$ cat config.mk
export PLATFORM = sky130hd
export DESIGN_NAME = mux4_rr_arbiter
export DESIGN_NICKNAME = d
export VERILOG_FILES = /design/src/rtl/mux4_rr_arbiter.sv
export SDC_FILE = /design/constraint.sdc
export NUM_CORES = 1
export LEC_CHECK = 0
export CAP_MARGIN = 25
export CORE_UTILIZATION = 35
export DETAILED_ROUTE_END_ITERATION = 12
export GPL_ROUTABILITY_DRIVEN = 0
export GPL_TIMING_DRIVEN = 0
export PLACE_DENSITY_LB_ADDON = 0.3
export SYNTH_ARGS = -nofsm -noshare
export SYNTH_HDL_FRONTEND = slang
export SYNTH_SLANG_ARGS = --single-unit
$ cat constraint.sdc
create_clock -name clk_i -period 3.43 [get_ports clk_i]
set_clock_uncertainty 0.15 [all_clocks]
set_input_delay 0.686 -clock clk_i [delete_from_list [all_inputs] [get_ports clk_i]]
set_output_delay 0.686 -clock clk_i [all_outputs]
set_load 0.01 [all_outputs]
$ cat src/rtl/mux4_rr_arbiter.sv
// Four-source arbiter feeding one registered 32-bit output stage with valid/ready.
// Arbitration is round-robin or fixed priority; the winner's index travels with the word.
module mux4_rr_arbiter #(
  parameter int size = 32
) (
  input  logic            clk_i,
  input  logic            rst_i,
  input  logic [3:0]      req_i,
  input  logic [size-1:0] data0_i,
  input  logic [size-1:0] data1_i,
  input  logic [size-1:0] data2_i,
  input  logic [size-1:0] data3_i,
  input  logic            mode_i,
  input  logic            ready_i,
  output logic [3:0]      grant_o,
  output logic            valid_o,
  output logic [size-1:0] data_o,
  output logic [1:0]      select_o
);

  logic [1:0]      ptr_q, ptr_d;
  logic            valid_q, valid_d;
  logic [size-1:0] data_q, data_d;
  logic [1:0]      select_q, select_d;

  logic            load_s;
  logic            grant_any_s;
  logic [1:0]      rr_idx_s;
  logic [1:0]      fix_idx_s;
  logic [1:0]      win_idx_s;
  logic [1:0]      cand_s;
  logic [size-1:0] win_data_s;
  logic [3:0]      grant_s;

  // Winner selection: both candidates computed, mode_i picks one in the same cycle.
  always_comb begin
    rr_idx_s  = ptr_q;
    fix_idx_s = 2'd0;
    cand_s    = 2'd0;
    // Descending scan so the nearest candidate to ptr (lowest offset) wins last.
    for (int i = 3; i >= 0; i--) begin
      cand_s = ptr_q + 2'(i);
      if (req_i[cand_s]) begin
        rr_idx_s = cand_s;
      end else begin
        rr_idx_s = rr_idx_s;
      end
      if (req_i[i]) begin
        fix_idx_s = 2'(i);
      end else begin
        fix_idx_s = fix_idx_s;
      end
    end
    if (mode_i) begin
      win_idx_s = fix_idx_s;
    end else begin
      win_idx_s = rr_idx_s;
    end
  end

  // Grant generation and source word mux; ready_i reaches grant_o through load_s only.
  always_comb begin
    load_s      = !valid_q || ready_i;
    grant_any_s = load_s && (|req_i);
    if (grant_any_s) begin
      grant_s = 4'b0001 << win_idx_s;
    end else begin
      grant_s = 4'b0000;
    end
    case (win_idx_s)
      2'd0:    win_data_s = data0_i;
      2'd1:    win_data_s = data1_i;
      2'd2:    win_data_s = data2_i;
      2'd3:    win_data_s = data3_i;
      default: win_data_s = data0_i;
    endcase
  end

  // Next-state for the output register and round-robin pointer.
  always_comb begin
    ptr_d    = ptr_q;
    valid_d  = valid_q;
    data_d   = data_q;
    select_d = select_q;
    if (grant_any_s) begin
      ptr_d    = win_idx_s + 2'd1;
      valid_d  = 1'b1;
      data_d   = win_data_s;
      select_d = win_idx_s;
    end else if (valid_q && ready_i) begin
      valid_d = 1'b0;
    end else begin
      valid_d = valid_q;
    end
  end

  // State registers; reset discards any held word.
  always_ff @(posedge clk_i or negedge rst_i) begin
    if (!rst_i) begin
      ptr_q    <= 2'd0;
      valid_q  <= 1'b0;
      data_q   <= '0;
      select_q <= 2'd0;
    end else begin
      ptr_q    <= ptr_d;
      valid_q  <= valid_d;
      data_q   <= data_d;
      select_q <= select_d;
    end
  end

  assign grant_o  = grant_s;
  assign valid_o  = valid_q;
  assign data_o   = data_q;
  assign select_o = select_q;

endmodule

**After elaboration in Yosys (flattened, before gate mapping)**

Index checks and enable logic that the tools add are counted.
Widths: inputs -> output; s select.

- Bits of input ports: 136
- Register bits after elaboration: 37

- Reduce and logical (&&, ||, !) cells: 7
- Mux-type cells: 21
- Add/subtract/negate cells: 4
- Order comparisons: 4
- Equal/unequal tests: 3
- Shifts and indexed selects: 1

Operators with widths:

| kind | number |
|---|---|
| $pmux 32 s4 | 1 |
| $mux 2 | 9 |
| $lt 2x3->1 const B | 4 |
| $bmux 1 s2 | 4 |
| $mux 1 | 6 |
| $add 2x1->2 const B | 2 |
| $add 2x2->2 const B | 2 |
| $eq 2x2->1 const B | 2 |
| $mux 4 | 1 |
| $reduce_or 4->1 | 1 |
| $shl 1x2->4 const A | 1 |
| $eq 2x1->1 const B | 1 |
| $logic_and 1x1->1 | 2 |
| $logic_not 2->1 | 1 |
| $reduce_bool 2->1 | 1 |
| $logic_not 1->1 | 1 |
| $logic_or 1x1->1 | 1 |

**Depth between registers and ports, before layout**

Gate-level depths: netlist of the first run.

- Depth in word-level cells: 10
- Gate-level depth with buffers: 12
- Mapped depth without buffers: 9

**Worst setup path before layout of the first run**

Ideal clock, no wire load.

- Path kind: input port to output port
- Start: in req_i[1]
- End: out grant_o[2]
- Stages on the path: 8
- Data arrival time: 2.429 ns
- Setup slack: 0.165 ns
- Data required time: 2.594 ns
- Path buffers: 3
- Path through: or2_2 o221ai_1 a2bb2oi_2 buf_2 ha_1 buf_1 clkbuf_1 and2_1

- Cells in the longest elaborated chain, start to end: 9
- Elaborated cells on any way between the ends: 19
- Those cells by class: shift: 1; mux: 16; reduce/logical: 2

Ends and longest elaborated chain:

| item | RTL line | source |
|---|---|---|
| start: declaration | 8 | `input logic [3:0] req_i,` |
| $bmux 1 s2 | 43 | `if (req_i[cand_s]) begin` |
| $mux 1 (not written as such) | 43 |  |
| $mux 2 (4 in a row) | 43 |  |
| $mux 2 * | 54 | `if (mode_i) begin` |
| via win_idx_s[1] | 30 | `logic [1:0] win_idx_s;` |
| $shl 1x2->4 * | 66 | `grant_s = 4'b0001 << win_idx_s;` |
| $mux 4 * | 65 | `if (grant_any_s) begin` |
| end: declaration | 15 | `output logic [3:0] grant_o,` |

The timed path passes the listed nets; every way through them passes the cells marked *. The select of a mux whose other input is x is not followed.

**Final worst setup path of the first run**

- Start: in req_i[2]
- End: out grant_o[1]

The elaborated chain is that of the path after synthesis.

==> reports/qor.txt, run 1 <==
routed wl met2: 5001 µm
Async SR Flop Fraction: 100.0%
Avg WL per Cell: 18.08 µm
final total power: 1.881 mW
vias in the first global route: 3296
Synth top area share: 37.56%
count leader, synth: dfrtp_1
Synth Flop Type: dfrtp_1
worst path required time: 2.59 ns
layout cell share with drive strength beyond 1: 12.61%
Core Region: 6794 µm²
CTS Buffer Depth: 2
highest routing layer actually used: met4
die extent in y: 85.92 µm
post-synthesis register bit count: 37
Overflow after GRT: 0
diode count: 0
fmax: 298.6 MHz
global-route wire length before repair: 15950 µm
fillcell total: 577
Max-slew headroom: 40.89%
minimum clock period: 3.349 ns
worst path cell trace: clkdlybuf4s15_2, mux2i_1, nor2_1, a2111oi_4, or2_4, buf_4, ha_4, clkbuf_8, and2_1, dlygate4sd2_1
Distinct cells, synth: 33
Residual DRC: 0
R2R setup slack: 0.19 ns
number of CTS-inserted buffers: 5
Buf/Inv on CP: 4
Starting DRT DRC Count: 119
crit-path leading delay family: buffers and inverters
synth top area cells: dfrtp_1 38%, a221oi_1 11%, nand3b_1 9.7%
Final period util: 97.64%
post-synthesis sequential area ratio: 37.56%
pin slew with the least headroom to its limit: 0.8866 ns
H-tree depth: 2
final design utilization: 67.59%
Setup crit start kind: primary input
area delta synth->final: 86.29%
status: finished clean
Cell Pwr Density: 409.7 nW/µm²
Layout Nets: 599
met3 WL post-DR: 725 µm
largest net degree at the start of global routing: 38
clk_lat worst skew: 0.29 ns
CTS root buf: clkbuf_8
CTS tree: yes
antenna violations before repair: 0
clock slew at reported path FFs: 0.07 ns
drt pass-1 iters: 4
gr usage total: 27.59%
worst-path maximum fanout: 10
# setup viols final: 0
antenna-violating nets left: 0
die area: 7382 µm²
Mapped Nets: 412
cell area after synthesis: 2465 µm²
drt total wl: 10050 µm
Hold Path Class: reg -> reg
largest stage delay on the critical path: 0.35 ns
Final Hold Viols: 0
Die Wd: 85.92 µm
Arrival @ worst endpoint: 2.51 ns
EDFF count, synth: 0
Rows: 30
Starting Density: 36.28%
Port-buffer cells: 174
kind of critical path: in -> out
Avg Cell Area, Syn: 9.029 µm²
Slowest cell on crit path: a2111oi_4
YS warnings: 0
Final Max Slew Viols: 0
synth cell count leaders: 37 x dfrtp_1, 36 x o21ai_0, 34 x a21oi_1
total of max-cap violations: 0
vias: 3059
Yosys top cell by area: dfrtp_1
CP Capture Type: primary output
via density per instance: 5.502
Synth Instances: 273
WHS: 0.3432 ns
maximum vdd drop: 0.0002025 V
IO Pins: 175
Pleak: 1.684 nW
Num Clock Sinks: 37
WL met1: 4112 µm
post-DP HPWL: 7304 µm
==> per-layer routing <==
| layer | track usage, % | vias to the layer above |
|---|---|---|
| li1 | - | 1444 |
| met2 | 47.55 | 144 |
| met1 | 34.38 | 1451 |
| met5 | 0 | - |
| met3 | 6.449 | 20 |
| met4 | 7.879 | 0 |
==> logic make-up (layout without fill, tap and decap cells) <==
logic type	count (synthesis)	after routing	synth area share [%]
AO/OA/AOI/OAI	140	140	38.38
multiplexers	1	1	0.4061
buffers and inverters	38	225	7.157
adder cells (fa/ha/maj)	3	3	1.523
flip-flops	37	37	37.56
AND/OR/NAND/NOR	54	54	14.97
==> metrics by stage <==
step | setup slack (ns) | cell area [µm²] | cells | setup TNS, ns
floorplan | 0.1652 | 2465 | 273 | 0
global placement | -1.315 | 4327 | 543 | -25.93
detailed placement | -1.360 | 4322 | 543 | -26.75
CTS | 0.01868 | 4556 | 554 | 0
global route | -0.009545 | 4592 | 556 | -0.009545
finish | 0.08093 | 4592 | 556 | 0
==> flip-flops by register name (all words and copies together), names as in the netlist <==
name	flops
valid_o	1
ptr_q	2
select_o	2
data_o	32
==> placed cells by master (no fill, tap or decap), types with 2 or more instances in the layout <==
cell type        netlist  final
nand2b_1               3      2
buf_2                  9      9
clkbuf_1              15     13
buf_1                  6      4
clkdlybuf4s50_1        0    164
nor2_1                 3      3
o211ai_1              32     32
clkdlybuf4s15_2        0      2
a21oi_1               34     33
nand3b_1              32     32
clkbuf_8               0      8
nand2_1                3      3
buf_6                  3      4
o21ai_0               36     36
ha_4                   0      2
and2_1                 2      2
or2_2                  2      2
dfrtp_1               37     37
buf_4                  0     10
dlygate4sd2_1          0      4
a221oi_1              32     27
inv_2                  2      4
a221oi_2               0      5
==> power breakdown <==
part	switching (mW)	total [mW]	internal [mW]
Sequential	0.0707	0.619	0.549
Combinational	0.431	0.941	0.510
Clock	0.161	0.321	0.160
==> worst reg2reg max path, cell delays in order, from the launching register on <==
cell and delay [ns]:
dfrtp_1 0.51, mux2i_1 0.22, nor2_1 0.08, a2111oi_4 0.35, or2_4 0.18, buf_4 0.11
inv_2 0.06, ha_1 0.17, buf_1 0.16, or3_1 0.49, buf_2 0.24, a221oi_1 0.28
a21oi_1 0.12
==> cell type report <==
class	instances	area (µm²)	share of cell area, %
Sequential cell	37	925.9	20.16
Tap cell	96	120.1	2.616
Clock buffer	7	86.33	1.880
Inverter	5	18.77	0.4087
Multi-Input combinational cell	198	1474	32.10
Buffer	30	175.2	3.815
Timing Repair Buffer	183	1792	39.02
==> worst paths after layout <==
path                                  start     endpoint  cells past startpoint
min in group asynchronous             rst_i    data_o[7]                      1
worst min-delay path            select_o[1]  select_o[1]                      2
max in group asynchronous             rst_i  select_o[0]                      1
worst max-delay path               req_i[2]   grant_o[1]                     10
worst max register to register     ptr_q[1]    data_o[8]                     12
worst min register to register  select_o[1]  select_o[1]                      2
==> repair_timing <==
| action | in CTS | in global routing |
|---|---|---|
| gates resized for setup | 40 | 10 |
| hold buffers | 0 | 0 |
| pin swaps | 4 | 3 |
| buffers inserted | 6 | 3 |
| setup endpoints to repair | 36 | 32 |
(Power assumes the default switching activity.)
==> run 2, diff against run 1 <==
--- a/config.mk
+++ b/config.mk
@@ -6,7 +6,8 @@
 export NUM_CORES = 1
 export LEC_CHECK = 0
 export CAP_MARGIN = 25
-export CORE_UTILIZATION = 35
+export CORE_MARGIN = 3
+export CORE_UTILIZATION = 32
 export DETAILED_ROUTE_END_ITERATION = 12
 export GPL_ROUTABILITY_DRIVEN = 0
 export GPL_TIMING_DRIVEN = 0
==> constraint.sdc (replaced) <==
create_clock -name clk_i -period 2.9 [get_ports clk_i]
set_clock_uncertainty 0.15 [all_clocks]
set_input_delay 0.58 -clock clk_i [delete_from_list [all_inputs] [get_ports clk_i]]
set_output_delay 0.58 -clock clk_i [all_outputs]
set_load 0.01 [all_outputs]
==> run 2 against run 1 <==
Register-to-register slack got worse by 0.18 ns. Non-clock buffer count rose by 18. The run now ends with setup timing left. Total power rose by 37%. Clock power rose by 50%. First-iteration DRC count rose by 12%. Largest power group unchanged. Utilization rose by 3.2 points. Highest routed layer unchanged. Critical path depth rose by 1. Count of clock-buffer cells in the layout did not move. Die area rose by 19%.
==> reports/qor.txt, run 2 (synthesis gave the netlist of run 1 again) <==
Max-slew headroom: 64.34% (+23 points)
Hold Path Class: reg -> reg
number of CTS-inserted buffers: 5 (unchanged)
CP most frequent cell: buf_6
vias: 3168 (+3.6%)
minimum clock period: 3.029 ns
drt total wl: 11480 µm (+14%)
setup tns final: -0.2474 ns (-0.2474 ns)
fillcell total: 554 (-4.0%)
diode count: 0 (unchanged)
R2R Path End: data_o[28]
Setup crit start kind: primary input
Avg WL per Cell: 19.86 µm (+9.9%)
Cell Pwr Density: 493.1 nW/µm² (+20%)
pin slew with the least headroom to its limit: 0.5349 ns (-0.3518 ns)
WHS Endpoint: select_o[1]
Comb pwr share: 53.2% (+3.2 points)
commonest cells after routing, fill and taps aside: 164 x clkdlybuf4s50_1, 36 x o21ai_0, 36 x dfrtp_1
# setup viols final: 3 (+3)
Core Region: 7370 µm² (+8.5%)
commonest non-fill, non-tap cell in the layout: clkdlybuf4s50_1
antenna violations before repair: 0 (unchanged)
Flop pwr share: 28.0% (-4.9 points)
worst-path maximum fanout: 5 (-5)
Post-DP Area: 4633 µm² (+7.2%)
vias in the first global route: 3264 (-0.97%)
Final Hold Viols: 0 (unchanged)
max reg flops: 32 (unchanged)
Net Sw Frac: 34.68% (-0.56 points)
maximum vdd drop: 0.0002310 V (+14%)
total of max-cap violations: 0 (unchanged)
status: finished with violations
failing checks: setup timing
clock share of power: 18.8% (+1.7 points)
Rows: 31 (+3.3%)
worst path cell trace: buf_6, inv_12, o211a_1, a2111oi_4, or2_4, buf_6, inv_8, ha_4, clkbuf_16, and2_4, buf_6
Final period util: 104.4%
global-route wire length before repair: 16860 µm (+5.7%)
Overflow after GRT: 0 (unchanged)
CTS tree: yes
area delta synth->final: 111.5%
CTS root buf: clkbuf_8
final setup margin: -0.1290 ns (-0.2099 ns)
RR Startpoint: ptr_q[1]
via density per instance: 5.481 (-0.38%)
Starting Density: 33.45% (-2.8 points)
antenna-violating nets left: 0 (unchanged)
Residual DRC: 0 (unchanged)
Arrival @ worst endpoint: 2.30 ns (-0.21 ns)
largest net degree at the start of global routing: 37 (-2.6%)
Layout Nets: 617 (+3.0%)
Die Wd: 93.77 µm (+9.1%)
RSZ-0062 raised after global routing: yes
post-DP HPWL: 7812 µm (+6.9%)
clk_lat worst skew: 0.29 ns (about the same)
H-tree depth: 2 (unchanged)
design area: 5214 µm² (+14%)
drt pass-1 iters: 5 (+1)
IO Pins: 175 (unchanged)
Internal: 1.679 mW (+38%)
Pleak: 1.961 nW (+16%)
Num Clock Sinks: 37 (unchanged)
Port-buffer cells: 174 (unchanged)
Switch Pwr: 0.8915 mW (+34%)
CTS Buffer Depth: 2 (unchanged)
Slowest cell on crit path: a2111oi_4
largest stage delay on the critical path: 0.41 ns (+0.06 ns)
gr usage total: 24.49% (-3.1 points)
final design utilization: 70.75% (+3.2 points)
final total power: 2.571 mW (+37%)
clock slew at reported path FFs: 0.08 ns (about the same)
R2R setup slack: 0.01 ns (-0.18 ns)
kind of critical path: in -> out
die area: 8792 µm² (+19%)
Starting DRT DRC Count: 133 (+12%)
Hold Path Cell Cnt: 2 (unchanged)
CP Capture Type: primary output
die extent in y: 93.77 µm (+9.1%)
worst path required time: 2.17 ns (-0.42 ns)
worst r2r path cells: 11 (-1)
Final Max Slew Viols: 0 (unchanged)
fmax: 330.1 MHz
HP Start: select_o[1]
layout cell share with drive strength beyond 1: 24.84% (+12 points)
-- run 2: cell count changes in the layout (fill, tap and decap cells not counted), sizes merged --
cell | before | now
clkbuf | 22 | 23
dlygate4sd3 | 0 | 1
clkdlybuf4s15 | 3 | 0
buf | 27 | 49
bufinv | 0 | 1
dlygate4sd2 | 4 | 1
-- run 2: worst max-delay path by stage --
stage / endpoint / startpoint / cells past startpoint / slack [ns]
after floorplan: data_o[0] / req_i[1] / 12 / -0.04
final: grant_o[2] / req_i[1] / 11 / -0.13
after global routing: grant_o[2] / ptr_q[1] / 9 / -0.21
after detailed placement: grant_o[1] / req_i[1] / 10 / -1.48
after global placement: grant_o[1] / req_i[1] / 10 / -1.45
after CTS: grant_o[1] / ptr_q[1] / 10 / -0.21
-- run 2: metrics by stage --
stage          std cells  setup WS, ns  hold WS, ns
4_1_cts              570       -0.2113       0.3517
5_1_grt              578       -0.2070       0.3942
3_5_place_dp         547        -1.477       0.2295
2_1_floorplan        273      -0.03999       0.1344
6_report             578       -0.1290       0.3487
3_3_place_gp         546        -1.446       0.3163
-- run 2: cell type report --
type                    count  area [µm²]  share of cell area [%]
inverters                   5       38.79                  0.7439
multi-input cells         198        1755                   33.67
flip-flops and latches     37       927.1                   17.78
plain buffers              31       274.0                   5.256
well taps                  99       123.9                   2.376
clock inverters             1       30.03                  0.5760
clock buffers               7       86.33                   1.656
repair buffers            200        1978                   37.94
-- run 2: metal layers --
| metal | routed length [µm] | GRT usage (%) |
|---|---|---|
| met5 | 0 | 0 |
| met4 | 126 | 5.415 |
| met3 | 774 | 4.968 |
| met2 | 6018 | 44.83 |
| met1 | 4560 | 29.27 |
-- run 2: timing repair --
action	CTS	global route
setup buffers	14	7
pin swaps	9	24
hold buffers	1	0
setup endpoints to repair	36	36
gates cloned	0	3
endpoints found under the hold margin	1	0
gates resized for setup	49	46
-- run 2: worst max-delay path, delay by kind of cell --
kind	cells	cell delay [ns]
simple gates	2	0.35
fa+ha+maj	1	0.16
buf+inv	6	0.57
compound gates	2	0.65
-- run 2: power by group through the flow --
stage	registers, mW	logic (mW)	clock network, mW
after floorplan	0.787	0.475	0
after global placement	0.725	1.14	0
after detailed placement	0.728	1.15	0
after CTS	0.719	1.25	0.486
after global routing	0.735	1.45	0.510
final	0.720	1.37	0.483
